[src/rtl/text_writer.sv]
// text_writer: byte-stream terminal writer for an 80x25 text-mode screen RAM.
// Accepts bytes over valid/ready, keeps a cursor, handles CR/LF/BS/FF and
// scrolls the screen up one row when a newline happens on the last row.
// Optional build macro TEXT_WRITER_CLEAR_ON_RST_EN: reset enters CLEAR so the
// screen is blanked before the first byte is accepted.
module text_writer #(
    parameter int         COLS      = 80,
    parameter int         ROWS      = 25,
    parameter logic [7:0] BLANK_CHR = 8'h20
) (
    input  logic        clk,
    input  logic        rst_i,
    input  logic [7:0]  char_i,
    input  logic        char_valid_i,
    output logic        char_ready_o,
    output logic [11:0] ram_addr_o,
    output logic [7:0]  ram_data_o,
    output logic        ram_wren_o,
    input  logic [7:0]  ram_q_i,
    output logic [6:0]  cursor_x_o,
    output logic [4:0]  cursor_y_o,
    output logic        busy_o
);

    typedef enum logic [2:0] {
        IDLE,
        PUT,
        SCROLL_RD,
        SCROLL_WR,
        CLEAR
    } state_t;

    localparam logic [6:0] COL_LAST = 7'(COLS - 1);
    localparam logic [4:0] ROW_LAST = 5'(ROWS - 1);

`ifdef TEXT_WRITER_CLEAR_ON_RST_EN
    localparam state_t RST_STATE = CLEAR;
    localparam logic   RST_READY = 1'b0;
`else
    localparam state_t RST_STATE = IDLE;
    localparam logic   RST_READY = 1'b1;
`endif

    state_t     state_reg, state_next;
    logic [6:0] x_reg, x_next;        // cursor column
    logic [4:0] y_reg, y_next;        // cursor row
    logic [6:0] c_reg, c_next;        // sweep column for scroll/clear
    logic [4:0] r_reg, r_next;        // sweep row for scroll/clear
    logic [7:0] char_reg, char_next;  // byte to be written in PUT
    logic       bs_reg, bs_next;      // PUT is a backspace blanking, no advance
    logic       fill_reg, fill_next;  // scroll copy done, blanking the last row
    logic       ready_reg;
    logic       accept;

    assign accept       = char_valid_i & ready_reg;
    assign char_ready_o = ready_reg;
    assign cursor_x_o   = x_reg;
    assign cursor_y_o   = y_reg;
    assign busy_o       = (state_reg == SCROLL_RD) || (state_reg == SCROLL_WR) ||
                          (state_reg == CLEAR);

    // State and datapath registers; ready is registered off the next state.
    always_ff @(posedge clk) begin
        if (rst_i) begin
            state_reg <= RST_STATE;
            x_reg     <= '0;
            y_reg     <= '0;
            c_reg     <= '0;
            r_reg     <= '0;
            char_reg  <= '0;
            bs_reg    <= 1'b0;
            fill_reg  <= 1'b0;
            ready_reg <= RST_READY;
        end else begin
            state_reg <= state_next;
            x_reg     <= x_next;
            y_reg     <= y_next;
            c_reg     <= c_next;
            r_reg     <= r_next;
            char_reg  <= char_next;
            bs_reg    <= bs_next;
            fill_reg  <= fill_next;
            ready_reg <= (state_next == IDLE);
        end
    end

    // Next-state, cursor update and RAM port drive.
    always_comb begin
        state_next = state_reg;
        x_next     = x_reg;
        y_next     = y_reg;
        c_next     = c_reg;
        r_next     = r_reg;
        char_next  = char_reg;
        bs_next    = bs_reg;
        fill_next  = fill_reg;
        ram_addr_o = '0;
        ram_data_o = '0;
        ram_wren_o = 1'b0;

        case (state_reg)
            IDLE: begin
                if (accept) begin
                    case (char_i)
                        8'h0D: x_next = '0;
                        8'h0A: begin
                            x_next = '0;
                            if (y_reg < ROW_LAST) begin
                                y_next = y_reg + 5'd1;
                            end else begin
                                state_next = SCROLL_RD;
                                r_next     = 5'd1;
                                c_next     = '0;
                                fill_next  = 1'b0;
                            end
                        end
                        8'h08: begin
                            // Backspace never wraps to the previous row.
                            if (x_reg != '0) begin
                                x_next     = x_reg - 7'd1;
                                char_next  = BLANK_CHR;
                                bs_next    = 1'b1;
                                state_next = PUT;
                            end
                        end
                        8'h0C: begin
                            x_next     = '0;
                            y_next     = '0;
                            r_next     = '0;
                            c_next     = '0;
                            state_next = CLEAR;
                        end
                        default: begin
                            // Remaining control codes and DEL are dropped.
                            if ((char_i >= 8'h20) && (char_i != 8'h7F)) begin
                                char_next  = char_i;
                                bs_next    = 1'b0;
                                state_next = PUT;
                            end
                        end
                    endcase
                end
            end

            PUT: begin
                ram_wren_o = 1'b1;
                ram_addr_o = {y_reg, x_reg};
                ram_data_o = char_reg;
                state_next = IDLE;
                if (!bs_reg) begin
                    if (x_reg < COL_LAST) begin
                        x_next = x_reg + 7'd1;
                    end else begin
                        x_next = '0;
                        if (y_reg < ROW_LAST) begin
                            y_next = y_reg + 5'd1;
                        end else begin
                            state_next = SCROLL_RD;
                            r_next     = 5'd1;
                            c_next     = '0;
                            fill_next  = 1'b0;
                        end
                    end
                end
            end

            SCROLL_RD: begin
                // Read {r,c}; the RAM returns it next cycle for the copy.
                ram_addr_o = {r_reg, c_reg};
                state_next = SCROLL_WR;
            end

            SCROLL_WR: begin
                ram_wren_o = 1'b1;
                if (fill_reg) begin
                    ram_addr_o = {ROW_LAST, c_reg};
                    ram_data_o = BLANK_CHR;
                    if (c_reg == COL_LAST) begin
                        c_next     = '0;
                        fill_next  = 1'b0;
                        state_next = IDLE;
                    end else begin
                        c_next = c_reg + 7'd1;
                    end
                end else begin
                    ram_addr_o = {5'(r_reg - 5'd1), c_reg};
                    ram_data_o = ram_q_i;
                    state_next = SCROLL_RD;
                    if (c_reg == COL_LAST) begin
                        c_next = '0;
                        if (r_reg == ROW_LAST) begin
                            // Copy finished; blank the bottom row back-to-back.
                            fill_next  = 1'b1;
                            state_next = SCROLL_WR;
                        end else begin
                            r_next = r_reg + 5'd1;
                        end
                    end else begin
                        c_next = c_reg + 7'd1;
                    end
                end
            end

            CLEAR: begin
                ram_wren_o = 1'b1;
                ram_addr_o = {r_reg, c_reg};
                ram_data_o = BLANK_CHR;
                if (c_reg == COL_LAST) begin
                    c_next = '0;
                    if (r_reg == ROW_LAST) begin
                        r_next     = '0;
                        state_next = IDLE;
                    end else begin
                        r_next = r_reg + 5'd1;
                    end
                end else begin
                    c_next = c_reg + 7'd1;
                end
            end

            default: state_next = IDLE;
        endcase
    end

endmodule
[config.mk]
export PLATFORM = sky130hd
export DESIGN_NAME = text_writer
export DESIGN_NICKNAME = d
export VERILOG_FILES = /design/src/rtl/text_writer.sv
export SDC_FILE = /design/constraint.sdc
export NUM_CORES = 1
export LEC_CHECK = 0
export CAP_MARGIN = 20
export CORE_MARGIN = 3
export CORE_UTILIZATION = 35
export DETAILED_ROUTE_END_ITERATION = 10
export PLACE_DENSITY_LB_ADDON = 0.08
export SLEW_MARGIN = 20
export SYNTH_ARGS = -nofsm -noshare
export SYNTH_HDL_FRONTEND = slang
export SYNTH_SLANG_ARGS = --single-unit
[constraint.sdc]
create_clock -name clk -period 2.3 [get_ports clk]
set_input_delay 0.46 -clock clk [delete_from_list [all_inputs] [get_ports clk]]
set_output_delay 0.46 -clock clk [all_outputs]
set_load 0.01 [all_outputs]
==> results.yml, run 1 <==
layout:
  largest_register_ffs: 8
  diodes: 0
  layout-drive-gt1-share_pct: 25.8
  layout_common_cells: "buf_4, dfxtp_1, clkdlybuf4s50_1"
  area_growth_syn_to_layout_pct: 45.8
  fin_nets: 507
  layout_commonest_cell: "buf_4"
  fillerInstances: 790
floorplanning:
  start_util_pct: 36.2
  num_rows: 33
  die_y_um: 98.4
  die_w_um: 98.4
  core_sq_um: 8260
  top_level_ports: 54
  die_area_sq_um: 9690
yosys:
  synthFlopType: "dfxtp_1"
  syn_avg_cell_area_sq_um: 8.08
  postSynthCellCount: 370
  netlist.area_leader.share_pct: 25.4
  synth_top_cell_by_area: "dfxtp_1"
  ys_seq_area_share_pct: 25.4
  yosys_warnings: 0
  syn_nets: 397
  synthTopCellsByArea: "dfxtp_1, a21oi_1, a22o_1"
  netlist_area_sq_um: 2990
  synth-seq-cells: 38
  synthArstFlopShare_pct: 0
  synth-edff-count: 0
  ys_types: 80
worst_setup_path:
  cp_cell_sequence: "clkdlybuf4s50_1, buf_4, xor2_1, nand4_1, a211o_4, or3_1, and3_1"
  worstPathArrival_ps: 2430
  cpMaxStageDelayCell: "clkdlybuf4s50_1"
  crit_type: "in -> reg"
  cp_data_required_time_ps: 2500
  crit_family: "simple AND/OR/NAND/NOR gates"
  crit_buf_inv: 2
  cp-start-kind: "primary input"
  critPathMaxFanout: 7
  critPathMaxStageDelay_ps: 500
  end_kind: "register"
min_path:
  hold_class: "reg -> reg"
global_route:
  grt-ovfl-total: 0
  grt_pass1_vias: 3204
  grt_max_degree: 17
  grt_usage_pct: 20.1
  grt_pass1_wl_mm: 16.1
  antenna_found_initial: 0
timing:
  setup_viol: 0
  hold_viol_final: 0
  hold_slack_ps: 476
  slew_violations: 0
  worstMarginPinSlew_ps: 495
  slew-limit-headroom_pct: 66.6
  rsz0062_at_grt: "no"
  fin_skew_ps: 5.57
  max_freq_mhz: 450
  finalCritPeriodShare_pct: 96.6
  period_needed_ps: 2220
  tns_ps: 0
clock_network:
  path_clk_slew_ps: 80
  cts_max_level: 2
  cts_root_buf: "clkbuf_8"
  cts_buffer_depth: 2
  ctsHoldBuffers: 0
  cts_buffers: 5
  insertion_delay_ps: 300
  cts.sinks: 38
  tritoncts: "built"
pwr:
  ir_worst_vdd_mv: 0.250
  total_leakage_power_nw: 1.79
  power_density_nw_per_um2: 434
routing:
  num_vias: 3433
  via_per_inst: 5.86
  drt_iter0_drc: 204
  drc: 0
  dr.pass1.iters: 5
  routed_wl_mm: 9.82
  ant_nets: 0
  routedWlPerCell_um: 16.8
placed_design:
  place_congestion: 0.866
  hpwl_mm: 7.53
  portBuffers: 53
outcome:
  status: "finished, final reports clean"
flow_run:
  drv_cap: 0
-- stage by stage --
step / total power, mW / util [%] / cells / area (sq um) / setup slack (ps)
final: 1.89 / 52.8 / 586 / 4360 / 77.5
after global routing: 1.98 / 52.8 / 586 / 4360 / 12.6
after CTS: 1.90 / 51.8 / 585 / 4280 / 2.86
after detailed placement: 1.16 / 49.8 / 576 / 4120 / -304
after global placement: 1.16 / 49.8 / 576 / 4120 / -279
after floorplan: 0.955 / - / 370 / 2990 / 244
-- final cells by class --
cell class / count / area [sq um] / share of cell area [%]
clock buffer: 6 / 82.6 / 1.89
clock inverter: 2 / 60.1 / 1.38
inverter: 17 / 63.8 / 1.46
multi-input combinational: 292 / 2150 / 49.3
sequential: 38 / 766 / 17.6
tap: 105 / 131 / 3.01
timing repair buffer: 126 / 1100 / 25.3
-- cells in the mapped netlist (3+ instances only) --
cell	count
nor2_1	23
xor2_1	3
mux2i_1	3
or3_1	4
clkbuf_1	10
o21ai_0	12
a311oi_1	5
a22o_1	13
a31oi_1	5
nor3_1	15
o32ai_1	6
nand2_1	28
nor4_1	5
xnor2_1	3
nand2b_1	9
or2_2	4
o21a_1	6
a211oi_1	5
ha_1	8
and3_1	6
buf_1	4
o211ai_1	9
dfxtp_1	38
o22ai_1	5
buf_2	4
a41oi_1	6
a21oi_1	23
nand3_1	12
nor2b_1	4
inv_1	16
o31ai_1	9
-- metal layers --
metal | GRT usage [%] | wire, um | up-vias
li1 | - | - | 1676
met1 | 27.8 | 4650 | 1618
met2 | 32.6 | 4530 | 122
met3 | 3.26 | 502 | 17
met4 | 5.36 | 143 | 0
met5 | 0 | 0 | -
-- power breakdown --
group / total (mW) / leakage [nW] / switching, mW / internal [mW]
Sequential: 0.706 / 0.310 / 0.0242 / 0.682
Combinational: 0.456 / 1.41 / 0.237 / 0.220
Clock: 0.731 / 0.0714 / 0.268 / 0.463
Total: 1.89 / 1.79 / 0.528 / 1.36
-- final timing paths --
path | startpoint | endpoint | slack, ps | cells past startpoint
max | char_i[1] | r_reg[0] | 80 | 7
max reg2reg | state_reg[1] | cursor_x_o[3] | 150 | 9
min reg2reg | char_reg[1] | char_reg[1] | 480 | 2
min | char_reg[1] | char_reg[1] | 480 | 2
-- worst reg2reg max path, cell delays in order, from the launching register on --
cell	delay, ps
dfxtp_2	350
buf_12	140
nor3b_4	290
buf_6	190
buf_4	210
o211ai_1	190
buf_4	230
o22ai_1	120
a211oi_1	100
o32ai_1	230
-- repair_timing --
item	CTS	global route
gates cloned	0	0
gates resized for setup	34	20
hold endpoints to repair	0	0
pin swaps	0	7
setup buffers	1	1
setup endpoints to repair	22	19
-- logic make-up after synthesis --
kind of cell | Yosys count | share of synthesized area (%)
adder cells (fa/ha/maj) | 8 | 3.35
buffers and inverters | 40 | 5.90
XOR/XNOR | 6 | 1.76
AND/OR/NAND/NOR | 139 | 27.2
AO/OA/AOI/OAI | 136 | 35.4
multiplexers | 3 | 1.00
flip-flops | 38 | 25.4
No activity file was read; power rests on OpenSTA's default activity.
==> run 2: changes to the inputs <==
Clock period 2.3 ns to 2.4 ns, I/O delays scaled along.
==> run 2 against run 1 <==
Net effect:
- wire length fell by 0.67%
- setup slack got worse by 13 ps
- clock skew grew 3.8 ps
- via count down 0.84%
- largest power group is now sequential cells
- highest routed layer unchanged
==> results.yml, run 2 (synthesis results as in run 1) <==
outcome:
  status: "finished, final reports clean"
worst_setup_path:
  reg2regPathDepth: 5
  rr_endpoint: "cursor_x_o[6]"
  cp-start-kind: "register"
  cp_data_required_time_ps: 1920
  critPathMaxFanout: 7
  worstPathArrival_ps: 1860
  worstReg2RegStart: "cursor_x_o[6]"
  critPathMaxStageDelay_ps: 530
  crit_type: "reg -> out"
  cpMaxStageDelayCell: "clkdlybuf4s50_1"
  reg2reg_setup_slack_ps: 220
  end_kind: "primary output"
  cp_cell_sequence: "or3b_4, nand2_4, a22o_1, clkdlybuf4s50_1"
layout:
  area_growth_syn_to_layout_pct: 42.3
  layout_commonest_cell: "buf_4"
  layout-drive-gt1-share_pct: 25.1
  final_util_pct: 51.5
  diodes: 0
  layout_common_cells: "buf_4, dfxtp_1, clkdlybuf4s50_1"
  final_area_sq_um: 4260
  largest_register_ffs: 8
  fin_nets: 505
min_path:
  hold_class: "reg -> reg"
  min_to: "char_reg[3]"
  holdPathStages: 2
  min_from: "char_reg[3]"
global_route:
  use_met3_pct: 2.76
  grt_pass1_wl_mm: 15.7
  grt_max_degree: 21
  grt-ovfl-total: 0
  antenna_found_initial: 0
  grt_pass1_vias: 3115
  gr-usage-met2_pct: 32.7
  met1_usage_pct: 27.3
  grt-busiest-layer: "met2"
  grt_usage_pct: 19.6
routing:
  drt_iter0_drc: 232
  ant_nets: 0
  num_vias: 3404
  drc: 0
  dr.pass1.iters: 5
  via_per_inst: 5.84
  routedWlPerCell_um: 16.7
  routed_wl_mm: 9.76
timing:
  period_needed_ps: 2340
  fin_skew_ps: 9.36
  tns_ps: 0
  slew_violations: 0
  hold_viol_final: 0
  finalCritPeriodShare_pct: 97.3
  rsz0062_at_grt: "no"
  worstMarginPinSlew_ps: 614
  setup_viol: 0
  slew-limit-headroom_pct: 58.9
  fin_ws_ps: 64.2
  hold_slack_ps: 468
  max_freq_mhz: 428
clock_network:
  path_clk_slew_ps: 70
  cts_buffer_depth: 2
  ctsHoldBuffers: 0
  cts_root_buf: "clkbuf_8"
  cts_max_level: 2
  insertion_delay_ps: 290
  cts_buffers: 5
  tritoncts: "built"
  cts.sinks: 38
floorplanning:
  die_w_um: 98.4
  start_util_pct: 36.2
  top_level_ports: 54
  die_y_um: 98.4
  die_area_sq_um: 9690
  core_sq_um: 8260
  num_rows: 33
placed_design:
  place_area_sq_um: 4020
  portBuffers: 53
  hpwl_mm: 7.38
  place_congestion: 0.845
  place_ws_ps: -179
pwr:
  total_leakage_power_nw: 1.78
  ir_worst_vdd_mv: 0.202
  power_density_nw_per_um2: 360
flow_run:
  drv_cap: 0
-- run 2: report_power, final --
part | internal [mW] | switching (mW) | leakage, nW
Clock | 0.195 | 0.235 | 0.0438
Sequential | 0.652 | 0.0261 | 0.311
Combinational | 0.207 | 0.216 | 1.42
-- run 2: area by class of cell --
class | instances | area [sq um]
Clock inverter | 2 | 10.0
Sequential cell | 38 | 768
Fill cell | 831 | 4000
Inverter | 17 | 63.8
Tap cell | 105 | 131
Timing Repair Buffer | 124 | 1080
Multi-Input combinational cell | 292 | 2130
Clock buffer | 5 | 68.8
-- run 2: timing repair --
action                                  4_1_cts  5_1_grt
resized for setup                            25       21
setup buffers                                 4        6
endpoints found under the hold margin         0        0
pin swaps                                     1        3
endpoints found under the setup margin       22       11
-- run 2: worst max-delay path by stage --
| stage | end | slack, ps | start | depth (start not counted) |
|---|---|---|---|---|
| CTS | ram_addr_o[10] | -8 | r_reg[0] | 6 |
| global route | char_ready_o | 1 | char_i[2] | 7 |
| detailed placement | r_reg[3] | -180 | char_i[4] | 8 |
| floorplan | cursor_x_o[6] | 330 | char_i[2] | 6 |
| finish | ram_addr_o[5] | 60 | state_reg[1] | 4 |
| global placement | r_reg[4] | -190 | char_i[4] | 7 |
-- run 2: through the flow --
step,instances,power (mW)
5_1_grt,583,1.62
3_5_place_dp,566,1.10
4_1_cts,577,1.54
3_3_place_gp,566,1.10
2_1_floorplan,370,0.915
6_report,583,1.53
-- run 2: critical path, delay by kind of cell (launching register included) --
family	cells	cell delay, ps
buffers and inverters	1	530
AOI/OAI and AO/OA	1	130
DFF	1	370
and+or+nand+nor	2	550
-- run 2: layer usage --
metal	part of all wire [%]	vias to the layer above
li1	-	1669
met4	0.51	0
met2	47	117
met5	0	-
met3	6.0	6
met1	46	1612
==> run 3: changes to the inputs <==
Settings changed: CORE_MARGIN 3 to unset.
==> run 3 against run 2 <==
Net effect:
- hold slack worse by 1.3 ps
- critical path depth up 1
- global-route usage up 3.1 points
- register-to-register slack about the same
- non-clock buffer count down 3
- clock power up 13%
==> results.yml, run 3 (synthesis results as in run 1) <==
clock_network:
  insertion_delay_ps: 300
  cts.sinks: 38
  cts_root_buf: "clkbuf_8"
  cts_buffer_depth: 2
  tritoncts: "built"
  cts_max_level: 2
  path_clk_slew_ps: 80
  cts_buffers: 5
  ctsHoldBuffers: 0
layout:
  layout_commonest_cell: "buf_4"
  stdcell_count: 581
  final_util_pct: 51.0
  layout-drive-gt1-share_pct: 23.5
  largest_register_ffs: 8
  diodes: 0
  layout_common_cells: "buf_4, dfxtp_1, clkdlybuf4s50_1"
  final_area_sq_um: 4210
  fin_nets: 502
  area_growth_syn_to_layout_pct: 40.9
global_route:
  grt_max_degree: 16
  grt_usage_pct: 22.7
  antenna_found_initial: 0
  grt_pass1_wl_mm: 15.9
  grt_pass1_vias: 3228
  grt-ovfl-total: 0
floorplanning:
  die_y_um: 94.4
  top_level_ports: 54
  die_w_um: 94.4
  die_area_sq_um: 8920
  start_util_pct: 36.2
  num_rows: 33
  core_sq_um: 8260
worst_setup_path:
  reg2regPathDepth: 5
  crit_type: "reg -> out"
  crit_family: "buffers and inverters"
  worstPathArrival_ps: 1850
  reg2reg_setup_slack_ps: 230
  critPathMaxStageDelay_ps: 520
  worstReg2RegStart: "cursor_x_o[6]"
  cp_data_required_time_ps: 1920
  rr_endpoint: "cursor_x_o[6]"
  critPathMaxFanout: 10
  end_kind: "primary output"
  cpMaxStageDelayCell: "clkdlybuf4s50_1"
  cp_cell_sequence: "buf_4, nor3b_4, buf_6, a22o_2, clkdlybuf4s50_1"
  crit_buf_inv: 3
  cp-start-kind: "register"
placed_design:
  dpl.cell_count: 568
  portBuffers: 53
  place_area_sq_um: 4030
  hpwl_mm: 7.30
  place_congestion: 0.846
pwr:
  total_leakage_power_nw: 1.79
  ir_worst_vdd_mv: 0.181
  power.total_mw: 1.58
  power_density_nw_per_um2: 375
routing:
  via_per_inst: 5.80
  routedWlPerCell_um: 16.6
  dr.pass1.iters: 4
  ant_nets: 0
  num_vias: 3372
  routed_wl_mm: 9.63
  drc: 0
  drt_iter0_drc: 187
min_path:
  min_to: "char_reg[3]"
  hold_class: "reg -> reg"
  min_from: "char_reg[3]"
  holdPathStages: 2
timing:
  rsz0062_at_grt: "no"
  tns_ps: 0
  max_freq_mhz: 430
  worstMarginPinSlew_ps: 634
  period_needed_ps: 2330
  setup_viol: 0
  slew-limit-headroom_pct: 57.6
  finalCritPeriodShare_pct: 96.9
  fin_skew_ps: 7.45
  slew_violations: 0
  hold_viol_final: 0
flow_run:
  drv_cap: 0
outcome:
  status: "finished, final reports clean"
## run 3: cell types whose count changed in the layout (fill, tap and decap cells not counted), sizes merged
cell,change
buf,-3
clkbuf,+2
clkinv,-1
clkinvlp,+1
dlygate4sd2,-5
dlymetal6s2s,+4
## run 3: tightest hold or removal path, cell delays in order (launching register included)
cell and delay (ps):
dfxtp_1 320, nand2_1 50, mux2i_1 50
## run 3: cell type report
| class | count | area [sq um] |
|---|---|---|
| tap | 105 | 131 |
| clock inverter | 2 | 12.5 |
| multi-input combinational | 292 | 2090 |
| fill | 821 | 4050 |
| sequential | 38 | 766 |
| timing repair buffer | 121 | 1060 |
| clock buffer | 6 | 82.6 |
| inverter | 17 | 63.8 |
## run 3: worst max path at each step
stage	depth (start not counted)	slack (ps)	from	endpoint
global placement	7	-200	char_i[4]	r_reg[0]
finish	5	70	state_reg[2]	ram_addr_o[3]
global route	5	7	state_reg[2]	ram_addr_o[0]
CTS	6	0.8	r_reg[0]	ram_addr_o[10]
detailed placement	7	-180	char_i[4]	cursor_x_o[6]
floorplan	6	330	char_i[2]	cursor_x_o[6]
## run 3: repair_timing
| action | in CTS | in global routing |
|---|---|---|
| buffers inserted | 1 | 4 |
| pin swaps | 1 | 4 |
| setup endpoints to repair | 22 | 14 |
| gates resized for setup | 23 | 15 |
## run 3: layer usage
metal  track usage, %  vias to the layer above  share of wire, %
li1                 -                     1667                 -
met1             30.3                     1606                47
met2             38.0                       88                48
met3             3.14                       11               4.1
met4             6.28                        0               1.2
met5                0                        -                 0
## run 3: power by group
group / switching, mW / leakage [nW] / internal [mW]
logic: 0.216 / 1.44 / 0.199
registers: 0.0255 / 0.310 / 0.653
clock network: 0.256 / 0.0472 / 0.231
total: 0.497 / 1.79 / 1.08
## run 3: through the flow
stage / hold WS, ps / setup WS [ps]
6_report: 467 / 74.9
5_1_grt: 502 / 6.91
4_1_cts: 470 / 0.847
3_5_place_dp: 450 / -182
3_3_place_gp: 456 / -202
2_1_floorplan: 435 / 332
